<file path="src/rtl/i2c_csr_bridge_pkg.sv">
// Shared definitions for the I2C-to-CSR bridge: bus widths and FSM state encoding.
package i2c_csr_bridge_pkg;

  localparam int unsigned CsrAw = 5;
  localparam int unsigned CsrDw = 8;

  typedef enum logic [3:0] {
    StIdle,
    StAddr,
    StAddrAck,
    StPtr,
    StPtrAck,
    StWdata,
    StWdataAck,
    StRdata,
    StRdataAck
  } state_e;

endpackage

</file>
<file path="src/rtl/i2c_csr_bridge_sync_edge.sv">
// Pin conditioning for SCL and SDA: 2-FF synchronizer plus a delay stage per pin,
// yielding SCL edges, START/STOP conditions and the synchronized SDA level.
module i2c_sync_edge (
  input  logic clk_i,
  input  logic rst_ni,
  input  logic scl_i,
  input  logic sda_i,
  output logic sda_lvl_o,
  output logic scl_rise_o,
  output logic scl_fall_o,
  output logic start_o,
  output logic stop_o
);

  // Bit 0 carries SCL, bit 1 carries SDA; both pins share the same pipeline.
  logic [1:0] s1_q, s2_q, s3_q;
  logic [1:0] rise, fall;

  always_ff @(posedge clk_i or negedge rst_ni) begin
    if (!rst_ni) begin
      s1_q <= 2'b11;
      s2_q <= 2'b11;
      s3_q <= 2'b11;
    end else begin
      s1_q <= {sda_i, scl_i};
      s2_q <= s1_q;
      s3_q <= s2_q;
    end
  end

  always_comb begin
    rise = s2_q & ~s3_q;
    fall = ~s2_q & s3_q;
  end

  assign sda_lvl_o  = s2_q[1];
  assign scl_rise_o = rise[0];
  assign scl_fall_o = fall[0];
  assign start_o    = fall[1] & s2_q[0];
  assign stop_o     = rise[1] & s2_q[0];

endmodule

</file>
<file path="src/rtl/i2c_csr_bridge.sv">
// I2C target that turns register-pointer/data transactions into CSR bus
// writes and reads, with pointer auto-increment in both directions.
module i2c_csr_bridge
  import i2c_csr_bridge_pkg::*;
#(
  parameter logic [6:0] I2C_ADDR = 7'h4a
) (
  input  logic             clk,
  input  logic             rst,
  input  logic             scl_in,
  input  logic             sda_in,
  output logic             sda_oe,
  output logic [CsrAw-1:0] csr_a,
  output logic [CsrDw-1:0] csr_do,
  output logic             csr_we,
  input  logic [CsrDw-1:0] csr_di
);

  logic sda_lvl, scl_rise, scl_fall, start_det, stop_det;

  i2c_sync_edge u_sync (
    .clk_i     (clk),
    .rst_ni    (rst),
    .scl_i     (scl_in),
    .sda_i     (sda_in),
    .sda_lvl_o (sda_lvl),
    .scl_rise_o(scl_rise),
    .scl_fall_o(scl_fall),
    .start_o   (start_det),
    .stop_o    (stop_det)
  );

  state_e           state_q;
  logic [3:0]       cnt_q;
  logic [7:0]       rx_q;
  logic [6:0]       tx_q;
  logic             rw_q;
  logic [CsrAw-1:0] ptr_q;
  logic             oe_q;
  logic             we_q;
  logic [CsrDw-1:0] do_q;
  logic [7:0]       rx_next;

  assign rx_next = {rx_q[6:0], sda_lvl};

  always_ff @(posedge clk or negedge rst) begin
    if (!rst) begin
      state_q <= StIdle;
      cnt_q   <= 4'd0;
      rx_q    <= 8'd0;
      tx_q    <= 7'd0;
      rw_q    <= 1'b0;
      ptr_q   <= '0;
      oe_q    <= 1'b0;
      we_q    <= 1'b0;
      do_q    <= '0;
    end else begin
      // Pointer advances in the cycle after the write strobe so csr_a is stable during it.
      if (we_q) begin
        we_q  <= 1'b0;
        ptr_q <= ptr_q + 5'd1;
      end
      if (start_det) begin
        state_q <= StAddr;
        cnt_q   <= 4'd0;
        oe_q    <= 1'b0;
      end else if (stop_det) begin
        state_q <= StIdle;
        oe_q    <= 1'b0;
      end else begin
        case (state_q)
          StIdle: ;
          StAddr, StPtr, StWdata: begin
            if (scl_rise) begin
              rx_q  <= rx_next;
              cnt_q <= cnt_q + 4'd1;
              if (state_q == StWdata && cnt_q == 4'd7) begin
                we_q <= 1'b1;
                do_q <= rx_next;
              end
            end else if (scl_fall && cnt_q == 4'd8) begin
              cnt_q <= 4'd0;
              if (state_q == StAddr) begin
                if (rx_q[7:1] == I2C_ADDR) begin
                  state_q <= StAddrAck;
                  rw_q    <= rx_q[0];
                  oe_q    <= 1'b1;
                end else begin
                  state_q <= StIdle;
                end
              end else if (state_q == StPtr) begin
                ptr_q   <= rx_q[4:0];
                state_q <= StPtrAck;
                oe_q    <= 1'b1;
              end else begin
                state_q <= StWdataAck;
                oe_q    <= 1'b1;
              end
            end
          end
          StAddrAck: begin
            if (scl_fall) begin
              cnt_q <= 4'd0;
              if (rw_q) begin
                tx_q    <= csr_di[6:0];
                oe_q    <= ~csr_di[7];
                ptr_q   <= ptr_q + 5'd1;
                state_q <= StRdata;
              end else begin
                oe_q    <= 1'b0;
                state_q <= StPtr;
              end
            end
          end
          StPtrAck, StWdataAck: begin
            if (scl_fall) begin
              cnt_q   <= 4'd0;
              oe_q    <= 1'b0;
              state_q <= StWdata;
            end
          end
          StRdata: begin
            if (scl_rise) begin
              cnt_q <= cnt_q + 4'd1;
            end else if (scl_fall) begin
              if (cnt_q == 4'd8) begin
                cnt_q   <= 4'd0;
                oe_q    <= 1'b0;
                state_q <= StRdataAck;
              end else begin
                oe_q <= ~tx_q[6];
                tx_q <= {tx_q[5:0], 1'b0};
              end
            end
          end
          StRdataAck: begin
            if (scl_rise) begin
              rx_q <= rx_next;
            end else if (scl_fall) begin
              cnt_q <= 4'd0;
              if (!rx_q[0]) begin
                tx_q    <= csr_di[6:0];
                oe_q    <= ~csr_di[7];
                ptr_q   <= ptr_q + 5'd1;
                state_q <= StRdata;
              end else begin
                state_q <= StIdle;
              end
            end
          end
          default: state_q <= StIdle;
        endcase
      end
    end
  end

  assign sda_oe = oe_q;
  assign csr_a  = ptr_q;
  assign csr_do = do_q;
  assign csr_we = we_q;

endmodule

</file>
<file path="config.mk">
export PLATFORM = sky130hd
export DESIGN_NAME = i2c_csr_bridge
export DESIGN_NICKNAME = d
export VERILOG_FILES = /design/src/rtl/i2c_csr_bridge_pkg.sv /design/src/rtl/i2c_csr_bridge_sync_edge.sv /design/src/rtl/i2c_csr_bridge.sv
export SDC_FILE = /design/constraint.sdc
export NUM_CORES = 1
export LEC_CHECK = 0
export ABC_AREA = 1
export CORE_MARGIN = 5
export CORE_UTILIZATION = 50
export DETAILED_ROUTE_END_ITERATION = 7
export PLACE_DENSITY_LB_ADDON = 0.05
export SLEW_MARGIN = 20
export SYNTH_ARGS = -nofsm -noshare
export SYNTH_HDL_FRONTEND = slang
export SYNTH_SLANG_ARGS = --single-unit
</file>
<file path="constraint.sdc">
create_clock -name clk -period 2.3 [get_ports clk]
set_input_delay 0.46 -clock clk [delete_from_list [all_inputs] [get_ports clk]]
set_output_delay 0.46 -clock clk [all_outputs]
set_load 0.01 [all_outputs]
</file>
=== Yosys cells after proc, flatten, opt, wreduce, memory -nomap -nowiden ===
Index checks and enable logic that the tools add are counted.

* Memory bits (read-only): 0
* Input port bits: 12
* RAM bits: 0
* Bits in latches: 0
* Word-level logic and storage cells: 148
* Bits in registers: 45
* Memories: 0
* Output and inout bits: 15

* Multipliers: 0
* Shift-type cells: 0
* Magnitude comparators: 0
* Equality and inequality tests: 36
* Divide/modulo/power cells: 0
* Muxes and demuxes: 70
* Bitwise logic cells: 11
* Add/sub/neg operators: 2
* Reductions and logical operators: 17

{| class="wikitable"
|+ Operators with widths
! cell !! count
|-
| $mux 4 || 21
|-
| $mux 5 || 12
|-
| $mux 7 || 8
|-
| $ne 4x3->1 const B || 6
|-
| $ne 4x4->1 const B || 6
|-
| $pmux 4 s6 || 1
|-
| $reduce_and 11->1 || 2
|-
| $pmux 7 s3 || 1
|-
| $eq 4x3->1 const B || 5
|-
| $mux 1 || 20
|-
| $pmux 4 s4 || 1
|-
| $pmux 5 s3 || 1
|-
| $ne 2x2->1 const B || 6
|-
| $reduce_and 10->1 || 1
|-
| $eq 4x2->1 const B || 2
|-
| $eq 4x4->1 const B || 2
|-
| $eq 7x7->1 const B || 1
|-
| $reduce_and 7->1 || 1
|-
| $reduce_bool 7->1 || 1
|-
| $mux 3 || 2
|-
| $ne 2x1->1 const B || 3
|-
| $ne 3x3->1 const B || 2
|-
| $reduce_and 6->1 || 1
|-
| $reduce_or 3->1 || 2
|-
| other kinds (19) || 28
|}

=== Logic depth before layout (Yosys ltp) ===
* Depth after elaboration: 9
* Gate-level depth with buffers: 13
* Mapped depth without buffers: 13

=== By module ===
A second synthesis with hierarchy kept.

* Cells, all modules: 337
* Area, all modules: 2596.2 um^2

{| class="wikitable"
|+ By module, submodules not included
! module !! cells each !! seq. area each (um^2) !! area each (um^2) !! times used
|-
| i2c_csr_bridge || 323 || 975.9 || 2408.6 || 1
|-
| i2c_sync_edge || 14 || 157.7 || 187.7 || 1
|}

=== Worst setup path before layout ===
Ideal clock, no wire load.

* Kind: register -> register
* Start: register u_sync.s3_q[0]
* End: register tx_q[6]
* Arrival time: 1600 ps
* Stages on the path, launching flop included: 12
* Path slack: 578 ps
* Buffers on the path: 1
* Period minus slack after synthesis: 1722 ps
* Cells stage by stage: dfstp_2 > ha_1 > inv_2 > nor2_4 > inv_1 > nand2_1 > nand2_1 > nor2_1 > nand3_2 > buf_6 > nand2_2 > o21ai_2

* Longest elaborated chain between the ends: 4
* Elaborated cells on any way between the ends: 9
* Classes of those cells: eq/ne (5); bitwise (3); reduce/logical (1)

{| class="wikitable"
|+ Ends and longest elaborated chain
! what !! RTL line !! RTL
|-
| start, declared || i2c_csr_bridge_sync_edge.sv:16 || <nowiki>logic [1:0] s1_q, s2_q, s3_q;</nowiki>
|-
| start signal, assigned || i2c_csr_bridge_sync_edge.sv:27 || <nowiki>s3_q <= s2_q;</nowiki>
|-
| $not 2->2 || i2c_csr_bridge_sync_edge.sv:32 || <nowiki>rise = s2_q & ~s3_q;</nowiki>
|-
| $and 2x2->2 || i2c_csr_bridge_sync_edge.sv:32 ||
|-
| $ne 2x2->1 (no source line) || n/a ||
|-
| $reduce_and 11->1 (no source line) * || n/a ||
|-
| end signal, assigned || i2c_csr_bridge.sv:105 || <nowiki>tx_q <= csr_di[6:0];</nowiki>
|-
| end signal, assigned || i2c_csr_bridge.sv:132 || <nowiki>tx_q <= {tx_q[5:0], 1'b0};</nowiki>
|-
| end signal, assigned || i2c_csr_bridge.sv:142 || <nowiki>tx_q <= csr_di[6:0];</nowiki>
|-
| end, declared || i2c_csr_bridge.sv:36 || <nowiki>logic [6:0] tx_q;</nowiki>
|}

Every way passes the cells marked *; elsewhere a longest branch is shown, timed or not.
A chain may end at the register's enable or synchronous reset.

=== Final worst setup path ===
* Start: register u_sync.s3_q[0]
* End: register tx_q[3]

Same word-level chain as after synthesis.

==> run summary <==
die width -> 84.0 µm
crit path kind -> flop to flop
post-synth design cell area -> 2740 µm²
flops & latches, synth -> 45
final wirelength -> 6320 µm
R2R cell count -> 8
Cell Rows -> 27
Post-CTS Repair Setup Buffers -> 0
Max-Cap Viols -> 0
CP Capture Type -> flop
Max Buffers Root-to-Sink -> 2
minimum clock period -> 2.01 ns
IO Port Bufs -> 26
Worst path slowest cell -> dfstp_2
largest area contributor in the netlist -> dfrtp_1
ys async rst share -> 1.00
Initial Util -> 0.507
CTS root buf -> clkbuf_8
total number of cells along the worst setup path -> 8
GRT Overall Usage -> 0.187
Final nets -> 408
drt pass-1 iters -> 4
Routed Antenna Nets -> 0
max-slew violation count -> 0
GRT Max-Usage Layer -> met2
CTS tree -> yes
CTS Buf Count -> 5
vias in the first global route -> 2,288
RSZ-0062 raised after global routing -> false
Antenna Cells -> 0
drt via density -> 5.07
Mapped Cells -> 359
final period utilization -> 0.874
DP Area -> 3080 µm²
crit-path cells -> ha_1 > inv_2 > nor2_4 > inv_1 > o21ai_0 > nand3_4 > nand2_1 > o21ai_2
DP Wirelength -> 4790 µm
setup violators final -> 0
P per Cell Area -> 760 nW/µm²
Post-CTS Hold Fix Bufs -> 0
Crit Path Max Fanout -> 14
final hold vios -> 0
Area growth, synth to finish -> 15.8%
worst hold path class -> input pin to asynchronous set/reset pin
DRC viols -> 0
f_max -> 497 MHz
die height -> 84.0 µm
ys flop type -> dfrtp_1
post-synthesis average cell area -> 7.63 µm²
number of flops mapped to enable cells by yosys -> 0
Static Leak -> 1.50 nW
max_slew headroom -> 0.651
yosys warns -> 0
Slew @ Worst Pin -> 0.524 ns
Worst Setup Start Kind -> flop
Top delay family on crit path -> flip-flops
CP peak stage delay -> 0.54 ns
largest net degree at the start of global routing -> 24
first-pass GRT wire length -> 10,800 µm
Setup TNS -> 0 ns
CP bufs+invs -> 2
Top Ports -> 27
cell area after layout -> 3170 µm²
Clock Skews -> 0.0123 ns
DRT iter0 DRCs -> 139
Max VDD drop -> 0.475 mV
Req. time, crit path -> 2.49 ns
Synth area leaders -> dfrtp_1 36%, nand2_1 15%, dfstp_2 5.8%
Worst Path Arrival -> 2.20 ns
reg-to-reg slack, setup -> 0.29 ns
clock sink count -> 45
status -> finished clean
met3 Use GR -> 0.0355
grt total ovfl -> 0
worst setup slack after layout -> 0.289 ns
clock latency on the worst-skew pair -> 0.30 ns
Via Count -> 2,353
dpl ws -> 0.209 ns
top-count cell post-synth -> nand2_1
Reg clk slew, reported paths -> 0.10 ns
wire per inst -> 13.6 µm
initial antenna violation count -> 0
Std-Cell Core Area -> 5410 µm²
worst hold slack -> 0.113 ns
leading cell types by count after synthesis -> 108 x nand2_1, 39 x dfrtp_1, 36 x inv_1
met1 track demand over resource -> 0.266
Placer Congestion -> 0.893
syn_nets -> 376
H-tree levels -> 2
Synth top area share -> 0.356
Netlist cell types -> 33
register area share after synthesis -> 0.414
Die ar. -> 7060 µm²
layout cells sized above 1 -> 0.156
grt met2 use -> 0.296
## report_power, final
| part | leakage, nW | total, mW | internal (mW) | switching (mW) |
|---|---|---|---|---|
| combinational | 0.896 | 0.945 | 0.326 | 0.620 |
| clock | 0.0445 | 0.511 | 0.216 | 0.295 |
| sequential | 0.564 | 0.958 | 0.875 | 0.0827 |
| total | 1.50 | 2.41 | 1.42 | 0.997 |
## layout by cell type, fill, tap and decap left out, drive strengths merged, types with 2 or more instances in the layout
master and instances:
o21ai 37, dfrtp 39, buf 5, inv 43
a21oi 7, nand3 32, o211ai 2, nor2 37
nand4 6, xnor2 3, clkdlybuf4s50 25, nand2 122
nor3 2, xor2 3, dfstp 6, mux2i 7
ha 5, clkbuf 5
## final cells by class
class | count | area, µm²
clock buffers | 5 | 68.8
clock inverters | 3 | 21.3
fillers | 510 | 2230
inverters | 42 | 160
multi-input cells | 267 | 1420
flip-flops and latches | 45 | 1130
well taps | 72 | 90.1
repair buffers | 30 | 285
## cell families (layout without fill, tap and decap cells)
group | count (synthesis) | in the layout | synth area share
compound gates | 48 | 48 | 0.108
fa+ha+maj | 5 | 5 | 0.0228
mux | 7 | 7 | 0.0256
buf+inv | 47 | 80 | 0.0726
simple gates | 201 | 201 | 0.338
xor+xnor | 6 | 6 | 0.0192
flops | 45 | 45 | 0.414
## worst paths after layout
| check | start | to |
|---|---|---|
| worst max register to register | u_sync.s3_q[0]$_DFF_PN1_ | tx_q[3]$_DFFE_PN0P_ |
| min in group clk | u_sync.s1_q[0]$_DFF_PN1_ | u_sync.s2_q[0]$_DFF_PN1_ |
| worst max-delay path | u_sync.s3_q[0]$_DFF_PN1_ | tx_q[3]$_DFFE_PN0P_ |
| worst min-delay path | rst | state_q[3]$_DFFE_PN0P_ |
| worst min register to register | u_sync.s1_q[0]$_DFF_PN1_ | u_sync.s2_q[0]$_DFF_PN1_ |
| max in group asynchronous | rst | csr_do[3]$_DFFE_PN0P_ |
## sequential cells by signal, summed over array words and instances, names as in the netlist
register / flops
csr_do: 8
rx_q: 8
tx_q: 7
csr_a: 5
cnt_q: 4
state_q: 4
u_sync.s1_q: 2
u_sync.s2_q: 2
u_sync.s3_q: 2
csr_we: 1
rw_q: 1
sda_oe: 1
## layer usage
layer / vias to the layer above / wire length (µm)
li1: 1211 / -
met1: 1087 / 3080
met2: 53 / 2940
met3: 2 / 271
met4: 0 / 29
met5: - / 0
## per-stage QoR
step | instances | power, mW | util
after floorplan | 359 | 1.65 | -
after global placement | 456 | 1.90 | 0.569
after global routing | 464 | 2.61 | 0.587
after CTS | 464 | 2.42 | 0.586
after detailed placement | 456 | 1.91 | 0.569
final | 464 | 2.41 | 0.587
## timing repair
action | 4_1_cts | 5_1_grt
gates resized for setup | 0 | 1
endpoints found under the hold margin | 0 | 0
setup endpoints to repair | 0 | 1
Note: power is estimated with default switching activity, not from simulation.
